**config.mk**
```make
export PLATFORM = sky130hd
export DESIGN_NAME = muldiv_unit
export DESIGN_NICKNAME = d
export VERILOG_FILES = /design/src/rtl/muldiv_pkg.sv /design/src/rtl/muldiv_sign_fix.sv /design/src/rtl/muldiv_unit.sv
export SDC_FILE = /design/constraint.sdc
export NUM_CORES = 1
export LEC_CHECK = 0
export BUFFER_PORTS_ARGS = -buffer_cell sky130_fd_sc_hd__buf_2
export CORE_ASPECT_RATIO = 0.9
export CORE_MARGIN = 2
export CORE_UTILIZATION = 50
export DETAILED_ROUTE_END_ITERATION = 8
export GPL_TIMING_DRIVEN = 0
export PLACE_DENSITY = 0.68
export SKIP_CTS_REPAIR_TIMING = 1
export SLEW_MARGIN = 40
export SYNTH_ARGS = -nofsm -noshare
export SYNTH_HDL_FRONTEND = slang
export SYNTH_SLANG_ARGS = --single-unit
```
**constraint.sdc**
```tcl
create_clock -name clk -period 9.8 [get_ports clk]
set_input_delay 1.96 -clock clk [delete_from_list [all_inputs] [get_ports clk]]
set_output_delay 1.96 -clock clk [all_outputs]
set_load 0.02 [all_outputs]
```
**src/rtl/muldiv_pkg.sv**
```systemverilog
// Shared types, func3 encodings and operand-signedness helpers for the
// iterative RV32M multiply/divide unit.
package muldiv_pkg;

  typedef enum logic [1:0] {
    IDLE = 2'd0,
    CALC = 2'd1,
    DONE = 2'd2
  } state_t;

  localparam logic [2:0] F3_MUL    = 3'b000;
  localparam logic [2:0] F3_MULH   = 3'b001;
  localparam logic [2:0] F3_MULHSU = 3'b010;
  localparam logic [2:0] F3_MULHU  = 3'b011;
  localparam logic [2:0] F3_DIV    = 3'b100;
  localparam logic [2:0] F3_DIVU   = 3'b101;
  localparam logic [2:0] F3_REM    = 3'b110;
  localparam logic [2:0] F3_REMU   = 3'b111;

  function automatic logic is_div(input logic [2:0] f3);
    return f3[2];
  endfunction

  // MUL low word is sign-agnostic, so it is treated as signed like MULH.
  function automatic logic op_a_signed(input logic [2:0] f3);
    case (f3)
      F3_MUL, F3_MULH, F3_MULHSU, F3_DIV, F3_REM: return 1'b1;
      default:                                    return 1'b0;
    endcase
  endfunction

  function automatic logic op_b_signed(input logic [2:0] f3);
    case (f3)
      F3_MUL, F3_MULH, F3_DIV, F3_REM: return 1'b1;
      default:                         return 1'b0;
    endcase
  endfunction

endpackage

```
**src/rtl/muldiv_sign_fix.sv**
```systemverilog
// Conditional two's-complement negation: turns signed operands into
// magnitudes on the way in and restores the result sign on the way out.
module muldiv_sign_fix #(
  parameter int W = 32
) (
  input  logic [W-1:0] value,
  input  logic         negate,
  output logic [W-1:0] mag
);

  // negate on request, pass through otherwise
  always_comb begin
    if (negate) begin
      mag = ~value + W'(1);
    end else begin
      mag = value;
    end
  end

endmodule

```
**src/rtl/muldiv_unit.sv**
```systemverilog
// Iterative RV32M multiply/divide unit: one shift-add or shift-subtract step
// per cycle on operand magnitudes, with single-cycle divide special cases.
module muldiv_unit
  import muldiv_pkg::*;
#(
  parameter int DATA_W = 32,
  parameter int CNT_W  = $clog2(DATA_W) + 1
) (
  input  logic              clk,
  input  logic              reset,
  input  logic              start,
  input  logic [2:0]        func3,
  input  logic [DATA_W-1:0] op_a,
  input  logic [DATA_W-1:0] op_b,
  input  logic              flush,
  output logic              busy,
  output logic              done,
  output logic [DATA_W-1:0] result,
  output logic              stall_req
);

  state_t              state_r, state_s;
  logic [CNT_W-1:0]    cnt_r, cnt_s;
  logic [2:0]          func3_r;
  logic                neg_a_r, neg_b_r;
  logic [DATA_W-1:0]   opnd_r, hi_r, lo_r, result_r;
  logic                busy_r, done_r;

  logic                neg_a_s, neg_b_s;
  logic [DATA_W-1:0]   mag_a_s, mag_b_s;
  logic                div_zero_s, ovf_s;
  logic [DATA_W-1:0]   special_res_s;
  logic [DATA_W:0]     mul_sum_s, div_shift_s;
  logic                div_ge_s;
  logic [DATA_W-1:0]   div_diff_s;
  logic [DATA_W-1:0]   hi_nx_s, lo_nx_s;
  logic [2*DATA_W-1:0] fix_in_s, fix_out_s;
  logic                fix_neg_s;
  logic [DATA_W-1:0]   calc_res_s, res_s;
  logic                accept_s, step_s, load_res_s;

  assign neg_a_s = op_a_signed(func3) & op_a[DATA_W-1];
  assign neg_b_s = op_b_signed(func3) & op_b[DATA_W-1];

  muldiv_sign_fix #(.W(DATA_W)) u_fix_a (.value(op_a), .negate(neg_a_s), .mag(mag_a_s));
  muldiv_sign_fix #(.W(DATA_W)) u_fix_b (.value(op_b), .negate(neg_b_s), .mag(mag_b_s));

  // Divide special cases resolved directly from the request operands.
  assign div_zero_s = is_div(func3) & (op_b == {DATA_W{1'b0}});
  assign ovf_s      = ((func3 == F3_DIV) | (func3 == F3_REM)) &
                      (op_a == {1'b1, {(DATA_W-1){1'b0}}}) & (op_b == {DATA_W{1'b1}});

  // quotient/remainder for divide-by-zero and signed overflow
  always_comb begin
    special_res_s = {DATA_W{1'b0}};
    if (div_zero_s) begin
      special_res_s = func3[1] ? op_a : {DATA_W{1'b1}};
    end else begin
      special_res_s = func3[1] ? {DATA_W{1'b0}} : op_a;
    end
  end

  // hi_r holds the upper product / partial remainder, lo_r the multiplier / quotient.
  assign mul_sum_s   = {1'b0, hi_r} + (lo_r[0] ? {1'b0, opnd_r} : {(DATA_W+1){1'b0}});
  assign div_shift_s = {hi_r, lo_r[DATA_W-1]};
  assign div_ge_s    = div_shift_s >= {1'b0, opnd_r};
  assign div_diff_s  = div_shift_s[DATA_W-1:0] - opnd_r;

  // one shift-add or restoring shift-subtract step
  always_comb begin
    hi_nx_s = hi_r;
    lo_nx_s = lo_r;
    if (is_div(func3_r)) begin
      if (div_ge_s) begin
        hi_nx_s = div_diff_s;
        lo_nx_s = {lo_r[DATA_W-2:0], 1'b1};
      end else begin
        hi_nx_s = div_shift_s[DATA_W-1:0];
        lo_nx_s = {lo_r[DATA_W-2:0], 1'b0};
      end
    end else begin
      hi_nx_s = mul_sum_s[DATA_W:1];
      lo_nx_s = {mul_sum_s[0], lo_r[DATA_W-1:1]};
    end
  end

  // select the word whose sign must be restored after the final step
  always_comb begin
    fix_in_s  = {hi_nx_s, lo_nx_s};
    fix_neg_s = neg_a_r ^ neg_b_r;
    if (is_div(func3_r)) begin
      if (func3_r[1]) begin
        fix_in_s  = {{DATA_W{1'b0}}, hi_nx_s};
        fix_neg_s = neg_a_r;
      end else begin
        fix_in_s  = {{DATA_W{1'b0}}, lo_nx_s};
      end
    end else begin
      fix_in_s  = {hi_nx_s, lo_nx_s};
    end
  end

  muldiv_sign_fix #(.W(2*DATA_W)) u_fix_res (.value(fix_in_s), .negate(fix_neg_s), .mag(fix_out_s));

  assign calc_res_s = (is_div(func3_r) || (func3_r == F3_MUL)) ? fix_out_s[DATA_W-1:0]
                                                              : fix_out_s[2*DATA_W-1:DATA_W];

  // next-state, counter and datapath control
  always_comb begin
    state_s    = state_r;
    cnt_s      = cnt_r;
    accept_s   = 1'b0;
    step_s     = 1'b0;
    load_res_s = 1'b0;
    res_s      = result_r;
    case (state_r)
      IDLE: begin
        if (start && !flush) begin
          if (div_zero_s || ovf_s) begin
            state_s    = DONE;
            load_res_s = 1'b1;
            res_s      = special_res_s;
          end else begin
            state_s  = CALC;
            accept_s = 1'b1;
            cnt_s    = CNT_W'(DATA_W);
          end
        end else begin
          state_s = IDLE;
        end
      end
      CALC: begin
        if (flush) begin
          state_s = IDLE;
        end else begin
          step_s = 1'b1;
          cnt_s  = cnt_r - CNT_W'(1);
          if (cnt_r == CNT_W'(1)) begin
            state_s    = DONE;
            load_res_s = 1'b1;
            res_s      = calc_res_s;
          end else begin
            state_s = CALC;
          end
        end
      end
      DONE:    state_s = IDLE;
      default: state_s = IDLE;
    endcase
  end

  // state, counter and status flags
  always_ff @(posedge clk or posedge reset) begin
    if (reset) begin
      state_r <= IDLE;
      cnt_r   <= {CNT_W{1'b0}};
      busy_r  <= 1'b0;
      done_r  <= 1'b0;
    end else begin
      state_r <= state_s;
      cnt_r   <= cnt_s;
      busy_r  <= (state_s == CALC);
      done_r  <= (state_s == DONE);
    end
  end

  // operand latch, accumulators and result register
  always_ff @(posedge clk or posedge reset) begin
    if (reset) begin
      func3_r  <= 3'b000;
      neg_a_r  <= 1'b0;
      neg_b_r  <= 1'b0;
      opnd_r   <= {DATA_W{1'b0}};
      hi_r     <= {DATA_W{1'b0}};
      lo_r     <= {DATA_W{1'b0}};
      result_r <= {DATA_W{1'b0}};
    end else begin
      if (accept_s) begin
        func3_r <= func3;
        neg_a_r <= neg_a_s;
        neg_b_r <= neg_b_s;
        opnd_r  <= is_div(func3) ? mag_b_s : mag_a_s;
        hi_r    <= {DATA_W{1'b0}};
        lo_r    <= is_div(func3) ? mag_a_s : mag_b_s;
      end else if (step_s) begin
        hi_r <= hi_nx_s;
        lo_r <= lo_nx_s;
      end
      if (load_res_s) begin
        result_r <= res_s;
      end
    end
  end

  assign busy      = busy_r;
  assign done      = done_r;
  assign result    = result_r;
  assign stall_req = ((state_r == IDLE) & start & ~flush) | (state_r == CALC);

endmodule

```
Word level (Yosys, flattened, before mapping)
Cells that the tools add are included.
{"block": "totals", "register_bits": 143, "in_bits": 71, "out_inout_bits": 35, "wordCells": 109}
{"block": "op_classes", "n_addsub": 6, "n_lt_le_gt_ge": 1, "eq_ne": 15, "mux": 48, "bitwise": 14, "n_reduce_logical": 14}
{"cell": "2-to-1 mux 32 bit", "count": 21}
{"cell": "2-to-1 mux 64 bit", "count": 2}
{"cell": "adder 32 x 1 -> 32 bit (second input constant)", "count": 2}
{"cell": "adder 64 x 1 -> 64 bit (second input constant)", "count": 1}
{"cell": "equality test 32 bit (second input constant)", "count": 2}
{"cell": "inverter 32 bit", "count": 2}
{"cell": "inverter 64 bit", "count": 1}
{"cell": "case mux 32 bit (2 select lines)", "count": 1}
{"cell": "adder 32 x 32 -> 33 bit", "count": 1}
{"cell": "greater-or-equal comparator 33 x 32 -> 1 bit", "count": 1}
{"cell": "logical NOT 32 bit", "count": 1}
{"cell": "subtractor 32 bit", "count": 1}
{"cell": "2-to-1 mux 6 bit", "count": 3}
{"cell": "2-to-1 mux 1 bit", "count": 14}
{"cell": "case mux 6 bit (2 select lines)", "count": 1}
{"cell": "inequality test 2 bit (second input constant)", "count": 5}
{"cell": "2-to-1 mux 2 bit", "count": 4}
{"cell": "AND 1 bit", "count": 7}
{"cell": "equality test 3 bit (second input constant)", "count": 2}
{"cell": "equality test 6 x 1 -> 1 bit (second input constant)", "count": 1}
{"cell": "logical NOT 3 bit", "count": 2}
{"cell": "AND reduction 6 bit", "count": 1}
{"cell": "subtractor 6 x 1 -> 6 bit (second input constant)", "count": 1}
{"cell": "OR reduction 5 bit", "count": 1}
{"cell": "other kinds (16)", "count": 20}

Depth between registers and ports, before layout
Gate-level depths: netlist (run 1).
{"block": "depth", "ltp_word": 12, "ltp_mapped": 24, "mapped_depth_nobuf": 19}

By module
From an unflattened synthesis (run 1), not the netlist that was laid out.
{"block": "hier_totals", "hier_cells": 2005, "area_unflattened_um2": 15707.6}
{"module": "muldiv_unit", "n_inst": 1, "cells_each": 1601, "area_per_inst_um2": 12504.5, "seq_area_each_um2": 3578.4}
{"module": "muldiv_sign_fix at u_fix_res", "n_inst": 1, "cells_each": 206, "area_per_inst_um2": 1649.1, "seq_area_each_um2": 0.0}
{"module": "muldiv_sign_fix at u_fix_a ...", "n_inst": 2, "cells_each": 99, "area_per_inst_um2": 777.0, "seq_area_each_um2": 0.0}

Worst setup path before layout (run 1)
Ideal clock, no wire load.
{"block": "synth_path", "kind": "input to register", "startpoint": "input op_b[6]", "endpoint": "register result_r[18], in the netlist result[18]", "setup_ns": 0.136, "arrival_ns": 5.221, "required_time_ns": 9.664, "slack_ns": 4.443, "cell_stages": 13, "path_buffers": 2, "path_cell_list": "or4_1 > nor4_1 > and2b_1 > nor4b_2 > nand2_1 > nor4b_2 > a21oi_1 > or3b_1 > a211o_1 > buf_2 > clkbuf_1 > a221oi_1 > o21ai_0"}
{"block": "synth_via", "elab_chain_len": 7, "word_cells_on_any_way": 14}
{"item": "from (decl)", "line_no": "muldiv_unit.sv:14", "rtl": "input logic [DATA_W-1:0] op_b,"}
{"item": "equality test 32 bit / logical NOT 32 bit (equally long branches)", "line_no": "muldiv_unit.sv:51, muldiv_unit.sv:49"}
{"item": "AND 1 bit, on equally long branches", "line_no": "muldiv_unit.sv:51, muldiv_unit.sv:49"}
{"item": "logical OR 1 bit", "line_no": "muldiv_unit.sv:119", "rtl": "if (div_zero_s || ovf_s) begin"}
{"item": "2-to-1 mux 1 bit", "line_no": "muldiv_unit.sv:119"}
{"item": "2-to-1 mux 1 bit", "line_no": "muldiv_unit.sv:118", "rtl": "if (start && !flush) begin"}
{"item": "case mux 1 bit (2 select lines)", "line_no": "muldiv_unit.sv:116", "rtl": "case (state_r)"}
{"item": "AND reduction 6 bit (no line)"}
{"item": "to (signal assigned)", "line_no": "muldiv_unit.sv:176", "rtl": "result_r <= {DATA_W{1'b0}};"}
{"item": "to (signal assigned)", "line_no": "muldiv_unit.sv:190", "rtl": "result_r <= res_s;"}
{"item": "to (decl)", "line_no": "muldiv_unit.sv:26", "rtl": "logic [DATA_W-1:0] opnd_r, hi_r, lo_r, result_r;"}
Several ways; a longest one is shown, not always the timed one. The select of a mux whose other input is x is not followed.
A chain may end at the register's enable or synchronous reset.

Final worst setup path (run 1)
{"block": "layout_path", "startpoint": "register opnd_r[30]", "endpoint": "register result_r[16], in the netlist result[16]"}
{"block": "layout_via", "elab_chain_len": 12, "word_cells_on_any_way": 17}
{"item": "from (decl)", "line_no": "muldiv_unit.sv:26"}
{"item": "from (signal assigned)", "line_no": "muldiv_unit.sv:173", "rtl": "opnd_r <= {DATA_W{1'b0}};"}
{"item": "from (signal assigned)", "line_no": "muldiv_unit.sv:182", "rtl": "opnd_r <= is_div(func3) ? mag_b_s : mag_a_s;"}
{"item": "2-to-1 mux 32 bit (tied with other cells)", "line_no": "muldiv_unit.sv:64", "rtl": "assign mul_sum_s = {1'b0, hi_r} + (lo_r[0] ? {1'b0, opnd_r} : {(DATA_W+1){1'b0}});"}
{"item": "adder 32 x 32 -> 33 bit (tied with other cells)", "line_no": "muldiv_unit.sv:64"}
{"item": "2-to-1 mux 32 bit", "line_no": "muldiv_unit.sv:73", "rtl": "if (is_div(func3_r)) begin"}
{"item": "2-to-1 mux 32 bit", "line_no": "muldiv_unit.sv:92", "rtl": "if (func3_r[1]) begin"}
{"item": "2-to-1 mux 64 bit *", "line_no": "muldiv_unit.sv:91", "rtl": "if (is_div(func3_r)) begin"}
{"item": "inverter 64 bit", "line_no": "muldiv_sign_fix.sv:14", "rtl": "mag = ~value + W'(1);"}
{"item": "adder 64 x 1 -> 64 bit", "line_no": "muldiv_sign_fix.sv:14"}
{"item": "2-to-1 mux 64 bit *", "line_no": "muldiv_sign_fix.sv:13", "rtl": "if (negate) begin"}
{"item": "2-to-1 mux 32 bit *", "line_no": "muldiv_unit.sv:105", "rtl": "assign calc_res_s = (is_div(func3_r) || (func3_r == F3_MUL)) ? fix_out_s[DATA_W-1:0]"}
{"item": "2-to-1 mux 32 bit *", "line_no": "muldiv_unit.sv:138", "rtl": "if (cnt_r == CNT_W'(1)) begin"}
{"item": "2-to-1 mux 32 bit *", "line_no": "muldiv_unit.sv:133", "rtl": "if (flush) begin"}
{"item": "case mux 32 bit (2 select lines) *", "line_no": "muldiv_unit.sv:116"}
Mark *: on every way between the ends. The rest lies on a longest branch, timed or not. The select of a mux whose other input is x is not followed.

==> metrics.md, run 1 <==
| Metric | Value |
|---|---|
| Quantity of I/O buffers inserted on ports | 104 |
| Instance count along the most critical hold path | 2 |
| Number of levels the H-tree was split into | 4 |
| Source of the worst hold timing path | result[24] |
| Count of placed standard cells including taps | 2,800 |
| Iteration-0 DRC count of the detailed router | 2,954 |
| Starting density of the core | 0.510 |
| Core Rows | 62 |
| Clock transition at the registers of the reported paths | 0.08 ns |
| Hold Crit Class | reg2reg |
| Die area | 0.0342 sq mm |
| Routability Congestion | 1.11 |
| Overall track demand over capacity in global routing | 0.469 |
| Per-cell via count in the routed design | 6.92 |
| Result of the run | complete, no violations |
| Final worst path period need | 6.90 ns |
| Crit path kind | reg2reg |
| Layout cell share with drive strength beyond 1 | 0.0944 |
| Proportion of synthesized flip-flops having asynchronous set or reset | 1.00 |
| Max transition margin | 0.351 |
| Final hold slack | 0.486 ns |
| Avg Cell Area, Syn | 7.19 sq um |
| Area growth syn-to-layout | 10.9% |
| Core Area | 0.0321 sq mm |
| DPL Wire Length | 66,300 microns |
| TritonRoute pass-1 iters | 6 |
| Worst Setup Start Kind | flop |
| Most common library cell in the layout ignoring fill and taps | sky130_fd_sc_hd__nand2_1 |
| Leakage component of the power | 7.64 nW |
| Horizontal extent of the die | 195 microns |
| Finished Cell Area | 0.0182 sq mm |
| # Max-Cap Violations | 0 |
| Number of failing setup endpoints in the final timing report | 0 |
| Cell variety after synth | 101 |
| Worst-path maximum fanout | 10 |
| Top-level port count | 106 |
| Final total negative setup slack | 0 ns |
| Post-placement cell area | 0.0175 sq mm |
| Remaining design rule violation count | 0 |
| Largest net degree at the start of global routing | 61 |
| CP Data Arrival Time | 7.21 ns |
| Pwr Density | 240 mW/mm^2 |
| RR Endpoint | result[16] |
| Final Max Tran Viols | 0 |
| Final period util | 0.704 |
| Chip Height | 176 microns |
| Worst clock skew on the final layout | 0.0163 ns |
| Drt total wl | 81,700 microns |
| Reg2reg setup slack | 2.90 ns |
| Worst reg2reg path startpoint | opnd_r[30] |
| Inserted Clock Buffers | 17 |
| Post-layout nets | 2,546 |
| Cells on worst reg2reg path | 21 |
| Cell area after synthesis | 0.0164 sq mm |
| Critical path required time | 10.11 ns |
| Global route overflow | 0 |
| Max clock buf depth | 2 |
| Global-route wire length before repair | 118,000 microns |
| Transition at the pin with the smallest max-transition slack | 0.974 ns |
| Finished Core Util | 0.565 |
| Worst hold path endpoint | result[24] |
| Wire length per cell after detailed routing | 28.8 microns |
| Syn Nets | 2,419 |
| Via count of the first global-routing pass | 17,996 |
| Final count of hold timing violations | 0 |
| EDFF count, synth | 0 |
| Number of antenna violations at the first check in global routing | 2 |
| Flip-flop cell with the highest count after synthesis | sky130_fd_sc_hd__dfrtp_1 |
| CTS root buffer | sky130_fd_sc_hd__clkbuf_16 |
| Final std cells w/o fill | 2,833 |
| Gate count after technology mapping | 2,276 |
| Type of element capturing the critical path | flop |
| Top library cells by usage in the layout, fill and taps aside | sky130_fd_sc_hd__nand2_1, sky130_fd_sc_hd__a21oi_1, sky130_fd_sc_hd__nor2_1 |
| Number of warnings printed during yosys synthesis | 0 |
| Max Freq | 145 MHz |
| Maximum vdd ir drop | 154 uV |
| Final antenna-violating net count | 0 |
| Unrepaired setup endpoints after global routing | false |
| TritonCTS clock tree | done |
| Share of synthesized area occupied by flip-flops and latches | 0.219 |
| CTS sink cnt | 143 |
| Number of register bits inferred by synthesis | 143 |
| Clock latency on the worst-skew pair | 0.47 ns |
| Via count | 19,614 |
[power breakdown]
part | total (W) | internal, W | switching (W)
Clock | 0.000713 | 0.000389 | 0.000325
Sequential | 0.000957 | 0.000744 | 0.000213
Combinational | 0.00269 | 0.000826 | 0.00186
[registers in the layout, indices dropped and copies added, names as in the netlist]
signal   cells
cnt_r        6
lo_r        32
state_r      2
opnd_r      32
busy         1
done         1
result      32
hi_r        32
func3_r      3
neg_a_r      1
neg_b_r      1
[metrics by stage]
stage	setup WS [ns]	total power, W
floorplan	4.00	0.00254
global placement	2.15	0.00346
detailed placement	2.97	0.00349
CTS	3.17	0.00420
global route	2.75	0.00451
finish	2.90	0.00436
[critical path: stages, from the launching register on]
cell and delay (ns):
sky130_fd_sc_hd__dfrtp_1 0.51, sky130_fd_sc_hd__inv_1 0.22, sky130_fd_sc_hd__ha_1 0.57, sky130_fd_sc_hd__nand4_1 0.24
sky130_fd_sc_hd__nor4_1 0.61, sky130_fd_sc_hd__o21ai_1 0.48, sky130_fd_sc_hd__nand3_4 0.26, sky130_fd_sc_hd__buf_6 0.23
sky130_fd_sc_hd__buf_2 0.35, sky130_fd_sc_hd__mux2i_1 0.33, sky130_fd_sc_hd__o21ai_0 0.15, sky130_fd_sc_hd__o21ai_0 0.29
sky130_fd_sc_hd__ha_1 0.26, sky130_fd_sc_hd__and3_1 0.16, sky130_fd_sc_hd__a31oi_1 0.13, sky130_fd_sc_hd__and3b_1 0.31
sky130_fd_sc_hd__buf_4 0.17, sky130_fd_sc_hd__nor4b_4 0.40, sky130_fd_sc_hd__nand4_2 0.30, sky130_fd_sc_hd__mux2i_1 0.20
sky130_fd_sc_hd__o211ai_1 0.35, sky130_fd_sc_hd__o311ai_0 0.20
[synth_stat cells, types with 17 or more instances]
cell                         n  share of area
sky130_fd_sc_hd__xnor2_1    81          0.043
sky130_fd_sc_hd__xor2_1     59          0.032
sky130_fd_sc_hd__a211oi_1   24          0.011
sky130_fd_sc_hd__and3_1     18         0.0069
sky130_fd_sc_hd__nand3_1    42          0.013
sky130_fd_sc_hd__a21o_1     23          0.011
sky130_fd_sc_hd__dfrtp_1   143           0.22
sky130_fd_sc_hd__mux2_2     19          0.013
sky130_fd_sc_hd__nand2_1   284          0.065
sky130_fd_sc_hd__a31oi_1    34          0.013
sky130_fd_sc_hd__and2_1     47          0.018
sky130_fd_sc_hd__o21ai_0   218          0.067
sky130_fd_sc_hd__a21oi_1   266          0.081
sky130_fd_sc_hd__inv_1      72          0.017
sky130_fd_sc_hd__clkbuf_1  114          0.026
sky130_fd_sc_hd__nand4_1    37          0.014
sky130_fd_sc_hd__buf_2      17         0.0052
sky130_fd_sc_hd__o21a_1     22          0.010
sky130_fd_sc_hd__o31ai_1    50          0.023
sky130_fd_sc_hd__nor2b_1    17         0.0065
sky130_fd_sc_hd__ha_1       70          0.053
sky130_fd_sc_hd__o211ai_1   23          0.011
sky130_fd_sc_hd__nand2b_1   20         0.0076
sky130_fd_sc_hd__mux2i_1    53          0.032
sky130_fd_sc_hd__nor3_1     58          0.018
sky130_fd_sc_hd__nor2_1    220          0.050
[cell type report]
cell class | instances | area [sq um]
sequential | 143 | 3580
timing repair buffer | 108 | 591
buffer | 153 | 646
antenna | 1 | 2.50
multi-input combinational | 1907 | 11900
fill | 3163 | 14000
tap | 416 | 520
inverter | 73 | 282
clock inverter | 15 | 195
clock buffer | 17 | 425
[worst max path at each step]
stage | to | slack [ns] | start | cells after the start
finish | result[16] | 2.90 | opnd_r[30] | 21
global route | result[16] | 2.75 | opnd_r[30] | 21
CTS | result[16] | 3.17 | opnd_r[15] | 22
detailed placement | busy | 2.97 | op_b[6] | 14
global placement | result[24] | 2.15 | reset | 2
floorplan | busy | 4.00 | reset | 1
[metal layers]
metal | GRT usage | vias to the layer above | share of wire
li1 | - | 8533 | -
met1 | 0.598 | 9257 | 0.38
met2 | 0.682 | 1495 | 0.40
met3 | 0.165 | 329 | 0.14
met4 | 0.283 | 0 | 0.069
met5 | 0 | - | 0
[logic make-up (layout without fill, tap and decap cells)]
logic type,Yosys count,count (layout),share of synthesized area
buffers and inverters,226,366,0.0562
other,0,1,0
AO/OA/AOI/OAI,790,790,0.301
adder cells (fa/ha/maj),86,86,0.0645
AND/OR/NAND/NOR,819,819,0.240
flip-flops,143,143,0.219
XOR/XNOR,140,140,0.0749
multiplexers,72,72,0.0455
Power figures use the tool's default switching activity.
==> run 2, diff against run 1 <==
==> constraint.sdc (replaced) <==
create_clock -name clk -period 6.7 [get_ports clk]
set_input_delay 1.34 -clock clk [delete_from_list [all_inputs] [get_ports clk]]
set_output_delay 1.34 -clock clk [all_outputs]
set_load 0.02 [all_outputs]
==> run 2 against run 1 <==
  * Core utilization rose by 0.066 points
  * Global-route usage unchanged
  * First-iteration DRC count shrank 2.9%
  * Sequential share of layout area hardly changed
  * Critical path depth is the same
==> metrics.md, run 2 (synthesis gave the netlist of run 1 again) <==
| Metric | Value |
|---|---|
| Leakage component of the power | 7.65 nW |
| Worst clock skew on the final layout | 0.0169 ns |
| Finished Core Util | 0.566 |
| Result of the run | complete, no violations |
| Iteration-0 DRC count of the detailed router | 2,868 |
| Maximum vdd ir drop | 221 uV |
| Via count of the first global-routing pass | 17,996 |
| Final hold slack | 0.485 ns |
| Routability Congestion | 1.11 |
| Wire length per cell after detailed routing | 28.8 microns |
| Quantity of I/O buffers inserted on ports | 104 |
| Worst-path maximum fanout | 10 |
| Inserted Clock Buffers | 17 |
| Clock transition at the registers of the reported paths | 0.07 ns |
| Max clock buf depth | 2 |
| Type of element capturing the critical path | flop |
| Reg2reg setup slack | 0.10 ns |
| Final WS setup | 0.102 ns |
| Post-layout nets | 2,547 |
| Layout cell share with drive strength beyond 1 | 0.0956 |
| CTS root buffer | sky130_fd_sc_hd__clkbuf_16 |
| Max Freq | 152 MHz |
| Hold Crit Class | reg2reg |
| Finished Cell Area | 0.0182 sq mm |
| Horizontal extent of the die | 195 microns |
| Most common library cell in the layout ignoring fill and taps | sky130_fd_sc_hd__nand2_1 |
| Source of the worst hold timing path | result[24] |
| Via count | 19,529 |
| Worst Setup Start Kind | flop |
| Overall track demand over capacity in global routing | 0.469 |
| Global-route wire length before repair | 118,000 microns |
| RR Endpoint | result[10] |
| Pwr Density | 351 mW/mm^2 |
| Post-placement cell area | 0.0175 sq mm |
| Clock share of power | 0.163 |
| Max transition margin | 0.350 |
| Per-cell via count in the routed design | 6.89 |
| Unrepaired setup endpoints after global routing | false |
| Clock latency on the worst-skew pair | 0.46 ns |
| Worst reg2reg path startpoint | opnd_r[18] |
| Number of antenna violations at the first check in global routing | 2 |
| Drt total wl | 81,600 microns |
| TritonCTS clock tree | done |
| Switching power share of the total | 0.550 |
| CP Capture Point | result[10] |
| Critical path required time | 7.08 ns |
| Net switching component of the power | 0.00351 W |
| Final antenna-violating net count | 0 |
| Number of levels the H-tree was split into | 4 |
| Starting density of the core | 0.510 |
| Final total negative setup slack | 0 ns |
| Largest net degree at the start of global routing | 61 |
| Setup Slack @ Placement | 0.109 ns |
| Final worst path period need | 6.60 ns |
| Total internal power | 0.00287 W |
| Final period util | 0.985 |
| Core Area | 0.0321 sq mm |
| Sequential Power Share | 0.220 |
| Final count of hold timing violations | 0 |
| Chip Height | 176 microns |
| Number of failing setup endpoints in the final timing report | 0 |
| CP Data Arrival Time | 6.97 ns |
| Transition at the pin with the smallest max-transition slack | 0.975 ns |
| Core Rows | 62 |
| Gate power share | 0.617 |
| Top-level port count | 106 |
| Top library cells by usage in the layout, fill and taps aside | sky130_fd_sc_hd__nand2_1, sky130_fd_sc_hd__a21oi_1, sky130_fd_sc_hd__nor2_1 |
| Global route overflow | 0 |
| TritonRoute pass-1 iters | 6 |
| Area growth syn-to-layout | 11.0% |
| Die area | 0.0342 sq mm |
| Cells on worst reg2reg path | 21 |
| Remaining design rule violation count | 0 |
| Crit path kind | reg2reg |
| Start point of the critical path | opnd_r[18] |
| # Max-Cap Violations | 0 |
| DPL Wire Length | 66,300 microns |
| Final Max Tran Viols | 0 |
| CTS sink cnt | 143 |
-- run 2: worst max-delay path, cell delays in order (launching register included) --
cell and delay [ns]:
sky130_fd_sc_hd__dfrtp_1 0.54, sky130_fd_sc_hd__inv_1 0.08, sky130_fd_sc_hd__ha_1 0.29, sky130_fd_sc_hd__buf_2 0.17, sky130_fd_sc_hd__a21oi_1 0.28, sky130_fd_sc_hd__o21a_1 0.21
sky130_fd_sc_hd__nor2_1 0.07, sky130_fd_sc_hd__o21ai_1 0.65, sky130_fd_sc_hd__clkbuf_1 0.72, sky130_fd_sc_hd__a31oi_4 0.33, sky130_fd_sc_hd__a221o_1 0.55, sky130_fd_sc_hd__ha_1 0.27
sky130_fd_sc_hd__and3_1 0.15, sky130_fd_sc_hd__a31oi_1 0.58, sky130_fd_sc_hd__and3b_1 0.26, sky130_fd_sc_hd__buf_4 0.17, sky130_fd_sc_hd__nor4b_4 0.16, sky130_fd_sc_hd__buf_4 0.17
sky130_fd_sc_hd__nand3_1 0.21, sky130_fd_sc_hd__mux2i_1 0.12, sky130_fd_sc_hd__a221o_1 0.37, sky130_fd_sc_hd__o21ai_0 0.15
-- run 2: per-layer routing --
layer,vias up,wire length (microns),part of all wire,GRT usage
met5,-,0,0,0
met4,0,5700,0.070,0.283
met3,317,11500,0.14,0.165
met2,1466,33000,0.40,0.682
met1,9202,31300,0.38,0.598
li1,8544,-,-,-
-- run 2: layout make-up --
type	instances	area, sq um
fillers	3163	13900
multi-input cells	1907	11900
flip-flops and latches	143	3580
plain buffers	152	641
repair buffers	110	606
well taps	416	520
clock buffers	17	425
inverters	73	282
clock inverters	15	195
diodes	1	2.50
-- run 2: per-stage QoR --
step | instances | power, W
6_report | 2834 | 0.00637
5_1_grt | 2833 | 0.00660
4_1_cts | 2832 | 0.00615
3_5_place_dp | 2800 | 0.00510
3_3_place_gp | 2796 | 0.00506
2_1_floorplan | 2276 | 0.00372
-- run 2: worst min-delay path by stage --
stage / to / depth (start not counted) / slack (ns)
after floorplan: neg_b_r / 2 / 0.45
after global placement: result[10] / 2 / 0.47
after detailed placement: result[24] / 2 / 0.47
after CTS: result[24] / 2 / 0.49
after global routing: result[24] / 2 / 0.51
final: result[24] / 2 / 0.49
-- run 2: power by group through the flow --
stage | clock (W) | combinational [W] | sequential, W
finish | 0.00104 | 0.00393 | 0.00140
global placement | 0 | 0.00369 | 0.00137
detailed placement | 0 | 0.00373 | 0.00138
floorplan | 0 | 0.00237 | 0.00135
CTS | 0.00103 | 0.00375 | 0.00137
global route | 0.00106 | 0.00413 | 0.00140
